<file path="src/rtl/gps_rmc_parser.sv">
// NMEA $GPRMC decoder: 8N1 UART receiver, sentence parser with checksum check,
// binary UTC time/date outputs and a lock flag that expires after a silent period.
module gps_rmc_parser #(
    parameter int unsigned BAUD_DIV    = 1042,
    parameter int unsigned MAX_LEN     = 82,
    parameter int unsigned TIMEOUT_CYC = 30000000
) (
    input  logic        CLK,
    input  logic        RESET,
    input  logic        GPS_RX,
    output logic        GPS_locked,
    output logic [15:0] GPS_year,
    output logic [7:0]  GPS_mouth,
    output logic [7:0]  GPS_day,
    output logic [7:0]  GPS_hour,
    output logic [7:0]  GPS_minutes,
    output logic [7:0]  GPS_second,
    output logic        GPS_valid,
    output logic        FRAME_ERR,
    output logic        CKSUM_ERR
);

    localparam int unsigned BW = $clog2(BAUD_DIV + 1);
    localparam int unsigned CW = $clog2(MAX_LEN + 2);
    localparam int unsigned TW = $clog2(TIMEOUT_CYC + 1);
    localparam logic [BW-1:0] HALF_LAST = BW'(BAUD_DIV / 2 - 1);
    localparam logic [BW-1:0] FULL_LAST = BW'(BAUD_DIV - 1);
    localparam logic [TW-1:0] TMO_MAX   = TW'(TIMEOUT_CYC);
    localparam logic [TW-1:0] TMO_LAST  = TW'(TIMEOUT_CYC - 1);
    localparam logic [CW-1:0] LEN_MAX   = CW'(MAX_LEN);

    localparam logic [7:0] CH_DOLLAR = 8'h24;
    localparam logic [7:0] CH_STAR   = 8'h2A;
    localparam logic [7:0] CH_COMMA  = 8'h2C;
    localparam logic [7:0] CH_A      = 8'h41;

    // ---------------- UART receiver ----------------
    typedef enum logic [2:0] {U_IDLE, U_START, U_DATA, U_STOP, U_WAIT} uart_state_t;

    uart_state_t   u_state, u_next;
    logic          rx_meta, rx_sync;
    logic [BW-1:0] baud_cnt;
    logic [2:0]    bit_idx;
    logic [7:0]    shreg, rx_byte;
    logic          byte_valid;
    logic          tick_c;

    always_comb begin
        u_next = u_state;
        tick_c = (baud_cnt == ((u_state == U_START) ? HALF_LAST : FULL_LAST));
        case (u_state)
            U_IDLE:  if (!rx_sync) u_next = U_START;
            U_START: if (tick_c) u_next = rx_sync ? U_IDLE : U_DATA;
            U_DATA:  if (tick_c && bit_idx == 3'd7) u_next = U_STOP;
            U_STOP:  if (tick_c) u_next = rx_sync ? U_IDLE : U_WAIT;
            U_WAIT:  if (rx_sync) u_next = U_IDLE;
            default: u_next = U_IDLE;
        endcase
    end

    always_ff @(posedge CLK) begin
        if (RESET) begin
            rx_meta    <= 1'b1;
            rx_sync    <= 1'b1;
            u_state    <= U_IDLE;
            baud_cnt   <= '0;
            bit_idx    <= '0;
            shreg      <= '0;
            rx_byte    <= '0;
            byte_valid <= 1'b0;
            FRAME_ERR  <= 1'b0;
        end else begin
            rx_meta  <= GPS_RX;
            rx_sync  <= rx_meta;
            u_state  <= u_next;
            baud_cnt <= (u_state == U_IDLE || u_state == U_WAIT || tick_c) ? '0 : baud_cnt + BW'(1);
            if (u_state == U_START) begin
                bit_idx <= '0;
            end else if (u_state == U_DATA && tick_c) begin
                shreg   <= {rx_sync, shreg[7:1]};
                bit_idx <= bit_idx + 3'd1;
            end
            byte_valid <= (u_state == U_STOP) && tick_c && rx_sync;
            FRAME_ERR  <= (u_state == U_STOP) && tick_c && !rx_sync;
            if (u_state == U_STOP && tick_c && rx_sync) rx_byte <= shreg;
        end
    end

    // ---------------- sentence parser ----------------
    typedef enum logic [2:0] {P_IDLE, P_HDR, P_FIELD, P_CK_HI, P_CK_LO, P_COMMIT} parse_state_t;

    parse_state_t  p_state, p_next;
    logic [7:0]    xor_acc, status;
    logic [CW-1:0] char_cnt;
    logic [2:0]    hdr_idx, pos;
    logic [3:0]    field_idx, tens, ck_hi;
    logic [7:0]    sh_hour, sh_min, sh_sec, sh_day, sh_mon, sh_yy;
    logic [TW-1:0] tmo_cnt;

    logic          restart_c, acc_c, next_field_c, capture_c, status_c, ck_hi_c;
    logic          commit_c, cksum_bad_c;
    logic          is_digit_c, hex_ok_c, capt_field_c, end_ok_c, range_ok_c, too_long_c;
    logic [3:0]    hex_val_c;
    logic [7:0]    hdr_char_c, pair_val_c;
    logic [CW-1:0] cnt_inc_c;

    always_comb begin
        is_digit_c   = (rx_byte >= 8'h30) && (rx_byte <= 8'h39);
        hex_ok_c     = is_digit_c || ((rx_byte >= 8'h41) && (rx_byte <= 8'h46));
        hex_val_c    = is_digit_c ? rx_byte[3:0] : rx_byte[3:0] + 4'd9;
        capt_field_c = (field_idx == 4'd1 || field_idx == 4'd9) && (pos < 3'd6);
        end_ok_c     = (field_idx > 4'd9) || (field_idx == 4'd9 && pos >= 3'd6);
        range_ok_c   = (sh_hour <= 8'd23) && (sh_min <= 8'd59) && (sh_sec <= 8'd60) &&
                       (sh_mon != 8'd0) && (sh_mon <= 8'd12) &&
                       (sh_day != 8'd0) && (sh_day <= 8'd31);
        cnt_inc_c    = char_cnt + CW'(1);
        too_long_c   = cnt_inc_c > LEN_MAX;
        pair_val_c   = 8'(tens) * 8'd10 + 8'(rx_byte[3:0]);
        case (hdr_idx)
            3'd0:    hdr_char_c = 8'h47;
            3'd1:    hdr_char_c = 8'h50;
            3'd2:    hdr_char_c = 8'h52;
            3'd3:    hdr_char_c = 8'h4D;
            3'd4:    hdr_char_c = 8'h43;
            default: hdr_char_c = CH_COMMA;
        endcase
    end

    // Next state plus one-cycle strobes steering the datapath below.
    always_comb begin
        p_next       = p_state;
        restart_c    = 1'b0;
        acc_c        = 1'b0;
        next_field_c = 1'b0;
        capture_c    = 1'b0;
        status_c     = 1'b0;
        ck_hi_c      = 1'b0;
        commit_c     = 1'b0;
        cksum_bad_c  = 1'b0;
        if (FRAME_ERR || p_state == P_COMMIT) begin
            p_next = P_IDLE;
        end else if (byte_valid) begin
            if (rx_byte == CH_DOLLAR) begin
                p_next    = P_HDR;
                restart_c = 1'b1;
            end else if (p_state != P_IDLE && too_long_c) begin
                p_next = P_IDLE;
            end else begin
                case (p_state)
                    P_HDR: begin
                        if (rx_byte != hdr_char_c) begin
                            p_next = P_IDLE;
                        end else begin
                            acc_c = 1'b1;
                            if (hdr_idx == 3'd5) p_next = P_FIELD;
                        end
                    end
                    P_FIELD: begin
                        if (rx_byte == CH_STAR) begin
                            p_next = (end_ok_c && range_ok_c) ? P_CK_HI : P_IDLE;
                        end else if (rx_byte == CH_COMMA) begin
                            if (capt_field_c) begin
                                p_next = P_IDLE;
                            end else begin
                                acc_c        = 1'b1;
                                next_field_c = 1'b1;
                            end
                        end else if (capt_field_c && !is_digit_c) begin
                            p_next = P_IDLE;
                        end else begin
                            acc_c     = 1'b1;
                            capture_c = capt_field_c;
                            status_c  = (field_idx == 4'd2) && (pos == 3'd0);
                        end
                    end
                    P_CK_HI: begin
                        if (hex_ok_c) begin
                            ck_hi_c = 1'b1;
                            p_next  = P_CK_LO;
                        end else begin
                            p_next = P_IDLE;
                        end
                    end
                    P_CK_LO: begin
                        if (hex_ok_c && {ck_hi, hex_val_c} == xor_acc) begin
                            commit_c = 1'b1;
                            p_next   = P_COMMIT;
                        end else begin
                            cksum_bad_c = hex_ok_c;
                            p_next      = P_IDLE;
                        end
                    end
                    default: ;
                endcase
            end
        end
    end

    always_ff @(posedge CLK) begin
        if (RESET) begin
            p_state   <= P_IDLE;
            xor_acc   <= '0;
            char_cnt  <= '0;
            hdr_idx   <= '0;
            field_idx <= '0;
            pos       <= '0;
            tens      <= '0;
            status    <= '0;
            ck_hi     <= '0;
            sh_hour   <= '0;
            sh_min    <= '0;
            sh_sec    <= '0;
            sh_day    <= '0;
            sh_mon    <= '0;
            sh_yy     <= '0;
        end else begin
            p_state <= p_next;
            if (restart_c) begin
                xor_acc   <= '0;
                char_cnt  <= CW'(1);
                hdr_idx   <= '0;
                field_idx <= '0;
                pos       <= '0;
                status    <= '0;
            end else begin
                if (byte_valid && p_state != P_IDLE) char_cnt <= cnt_inc_c;
                if (acc_c) xor_acc <= xor_acc ^ rx_byte;
                if (acc_c && p_state == P_HDR) begin
                    hdr_idx <= hdr_idx + 3'd1;
                    if (hdr_idx == 3'd5) begin
                        field_idx <= 4'd1;
                        pos       <= '0;
                    end
                end
                if (next_field_c) begin
                    if (field_idx != 4'hF) field_idx <= field_idx + 4'd1;
                    pos <= '0;
                end else if (acc_c && p_state == P_FIELD && pos != 3'd7) begin
                    pos <= pos + 3'd1;
                end
                // Even positions hold the tens digit; odd positions complete the pair.
                if (capture_c) begin
                    if (!pos[0]) begin
                        tens <= rx_byte[3:0];
                    end else if (field_idx == 4'd1) begin
                        case (pos[2:1])
                            2'd0:    sh_hour <= pair_val_c;
                            2'd1:    sh_min  <= pair_val_c;
                            default: sh_sec  <= pair_val_c;
                        endcase
                    end else begin
                        case (pos[2:1])
                            2'd0:    sh_day <= pair_val_c;
                            2'd1:    sh_mon <= pair_val_c;
                            default: sh_yy  <= pair_val_c;
                        endcase
                    end
                end
                if (status_c) status <= rx_byte;
                if (ck_hi_c) ck_hi <= hex_val_c;
            end
        end
    end

    // Output registers and lock timeout; commit wins over timeout expiry.
    always_ff @(posedge CLK) begin
        if (RESET) begin
            GPS_locked  <= 1'b0;
            GPS_year    <= '0;
            GPS_mouth   <= '0;
            GPS_day     <= '0;
            GPS_hour    <= '0;
            GPS_minutes <= '0;
            GPS_second  <= '0;
            GPS_valid   <= 1'b0;
            CKSUM_ERR   <= 1'b0;
            tmo_cnt     <= '0;
        end else begin
            GPS_valid <= commit_c;
            CKSUM_ERR <= cksum_bad_c;
            if (commit_c) begin
                GPS_locked  <= (status == CH_A);
                GPS_year    <= 16'd2000 + 16'(sh_yy);
                GPS_mouth   <= sh_mon;
                GPS_day     <= sh_day;
                GPS_hour    <= sh_hour;
                GPS_minutes <= sh_min;
                GPS_second  <= sh_sec;
                tmo_cnt     <= '0;
            end else if (tmo_cnt != TMO_MAX) begin
                tmo_cnt <= tmo_cnt + TW'(1);
                if (tmo_cnt == TMO_LAST) GPS_locked <= 1'b0;
            end
        end
    end

endmodule

</file>
<file path="config.mk">
export PLATFORM = sky130hd
export DESIGN_NAME = gps_rmc_parser
export DESIGN_NICKNAME = d
export VERILOG_FILES = /design/src/rtl/gps_rmc_parser.sv
export SDC_FILE = /design/constraint.sdc
export NUM_CORES = 1
export LEC_CHECK = 0
export CORE_AREA = 2 2 156 158
export CTS_BUF_LIST = sky130_fd_sc_hd__clkbuf_8
export CTS_CLUSTER_DIAMETER = 60
export DETAILED_ROUTE_END_ITERATION = 16
export DIE_AREA = 0 0 158 160
export PLACE_DENSITY = 0.68
export SLEW_MARGIN = 15
export SYNTH_ARGS = -nofsm -noshare
export SYNTH_HDL_FRONTEND = slang
export SYNTH_SLANG_ARGS = --single-unit
</file>
<file path="constraint.sdc">
create_clock -name CLK -period 5.43 [get_ports CLK]
set_input_delay 1.086 -clock CLK [delete_from_list [all_inputs] [get_ports CLK]]
set_output_delay 1.086 -clock CLK [all_outputs]
set_load 0.03 [all_outputs]
</file>
==> qor.yml <==
synthMuxAreaShare_pct: 8.609
p_int_w: 0.002352
grt_pass1_vias: 6934
hp-class: "flip-flop to flip-flop"
fillers: 2310
cts-resized-gates: 0
core_um2: 23820
ant_nets: 0
finalCritPeriodShare_pct: 69.23
gp_congestion: 0.8752
numCtsBuffers: 37
p_per_area_nw_per_um2: 272.1
cts.path.max_buffers: 3
min_path_cells: 1
rows: 57
leakagePower_nw: 3.992
fin_tns_setup_ns: 0
synth-adder-area-share_pct: 4.751
synth_compound_area_share_pct: 12.48
route.detailed.drc: 0
timing.rr.start: "rx_byte[1]"
yosys_warnings: 0
synthXorXnorAreaFrac_pct: 5.748
crit_chain: "inv_1, ha_1, o21bai_1, a211oi_1, o21ai_0, o2111ai_1, nor4_2, a21o_1, a2bb2o_1"
final_common_cell: "dfxtp_1"
layout-drive-gt1-share_pct: 8.688
fin_nets: 1095
switchingPower_w: 0.0006687
syn_inst: 997
cts_hold_buf: 0
firstDrtPassIters: 5
synth_top_family_by_area: "simple AND/OR/NAND/NOR gates"
synth_ff_type: "dfxtp_1"
cp-end-kind: "flip-flop"
n_antenna_cell: 0
htree_levels: 2
totalWireLength_um: 20850
cts_sinks: 208
reg2reg_slack_ns: 1.67
final_cell_mix: "208 x dfxtp_1, 159 x nor2_1, 82 x mux2i_1"
ios: 63
fin_worst_skew_ns: 0.02235
start_util_pct: 40.03
gr-usage-all-layers_pct: 16.62
regMostFlops: "tmo_cnt"
worst-endpoint-arrival_ns: 4.17
viasPerCell: 5.237
synth_edf_count: 0
required_ns: 5.84
cp-start-kind: "flip-flop"
cap_violations: 0
syn_area_per_cell_um2: 9.563
status: "completed"
setup_violations: 0
fin_crit_ns: 3.759
portBuffers: 58
grt_pass1_wl_um: 34660
min_from: "rx_meta"
wire_per_inst_um: 14.83
die_height_um: 160
via_count: 7363
hpwl_um: 14210
clk_pin_slew_ns: 0.06
synth-async-reset-ratio_pct: 0
die_w_um: 158
crit_family: "compound AO/OA/AOI/OAI gates"
clk_latency_ns: 0.54
total_power_w: 0.003021
ff2ff_path_depth: 9
clkPwrFrac_pct: 47.8
pwr-share-comb_pct: 1.4
worst_path_max_delay_cell: "a21o_1"
synth_area_um2: 9534
maxSlewHeadroom_pct: 29.15
rsz0062_at_grt: "false"
cts_tree: "built"
top_regs: "tmo_cnt (25), GPS_year (11), baud_cnt (11)"
grt_max_degree: 56
ys_ff_latch: 208
r2r-end: "GPS_locked"
path_class: "flip-flop to flip-flop"
final_max_slew_viol_count: 0
max_stage_delay_ns: 0.73
crit_buf_inv: 1
drtIter0Drc: 409
die_area_um2: 25280
antenna_found_initial: 0
fmax_mhz: 266.0
grt.overflow.total: 0
irDropWorstVdd_uv: 137.6
p_sw_share_pct: 22.14
worst_pin_slew_ns: 1.061
synth-simple-area-share_pct: 20.83
clockRootBuffer: "clkbuf_8"
crit_fanout: 26
cts_post_setup_buffers_inserted: 0
min_to: "rx_sync"
synth.yosys.seq_area_share_pct: 43.67
largest_register_ff_count: 25
yosysUniqueCellTypes: 76
seqPwrFrac_pct: 50.8
crit_start: "rx_byte[1]"
area_growth_pct: 16.42
hold_viol_final: 0
==> worst register-to-register path, delay by kind of cell, from the launching register on <==
family,cells,cell delay [ns]
AOI/OAI and AO/OA,6,2.03
adders and majority gates,1,0.27
buffers and inverters,1,0.24
DFF,1,0.56
and+or+nand+nor,1,0.55
==> through the flow <==
step           utilization [%]  hold slack, ns  area [um^2]  worst slack, ns  std cells
3_5_place_dp             43.47          0.3960        10350            1.694       1342
5_1_grt                  46.60          0.4295        11100            1.342       1406
4_1_cts                  46.60          0.4094        11100            1.671       1406
6_report                 46.60          0.4107        11100            1.671       1406
3_3_place_gp             43.47          0.3993        10350            1.743       1342
2_1_floorplan                -          0.3895         9545            2.757       1000
==> cell usage after synthesis, types with 15 or more instances <==
library cell	instances	area (um^2)
xnor2_1	28	245.2
ha_1	33	412.9
mux2i_1	82	820.8
nor2_1	159	596.8
dfxtp_1	208	4164
a22o_1	52	455.4
nand2_1	51	191.4
inv_1	35	131.4
nor3_1	18	90.09
o21ai_0	16	80.08
or3_1	15	93.84
xor2_1	32	280.3
clkbuf_1	18	67.56
buf_2	18	90.09
nand3_1	26	130.1
a21oi_1	30	150.1
==> cell families (layout without fill, tap and decap cells) <==
logic type               count (synthesis)  after routing
AND/OR/NAND/NOR                        372            372
flip-flops                             208            208
AO/OA/AOI/OAI                          157            157
multiplexers                            82             82
buffers and inverters                   81            163
XOR/XNOR                                61             61
adder cells (fa/ha/maj)                 35             35
other                                    1              4
==> power by group through the flow <==
stage	clock network, W	registers [W]	logic, W
floorplan	0	0.00157	0.0000357
global placement	0	0.00157	0.0000434
detailed placement	0	0.00157	0.0000439
CTS	0.00149	0.00153	0.0000439
global route	0.00156	0.00153	0.0000488
finish	0.00144	0.00153	0.0000434
==> area by class of cell <==
cell class,count,area [um^2],area share (%)
multi-input cells,711,5034,45.35
flip-flops and latches,208,4164,37.52
well taps,324,405.4,3.652
inverters,35,131.4,1.184
clock buffers,46,633.1,5.704
clock inverters,18,111.4,1.003
repair buffers,64,620.6,5.591
==> routing by layer <==
metal	wire length [um]	GRT usage [%]	share of wire, %
met1	9915	22.77	48
met4	463	5.979	2.2
met3	1050	3.012	5.0
met5	0	0	0
met2	9416	26.17	45
==> worst max-delay path by stage <==
stage                        to  slack [ns]  depth (start not counted)
floorplan           GPS_hour[0]        2.76                         10
finish               GPS_locked        1.67                          9
global route         GPS_locked        1.34                          9
detailed placement   GPS_locked        1.69                          9
global placement     GPS_locked        1.74                          9
CTS                  GPS_locked        1.67                          9
No activity file was read; power rests on OpenSTA's default activity.
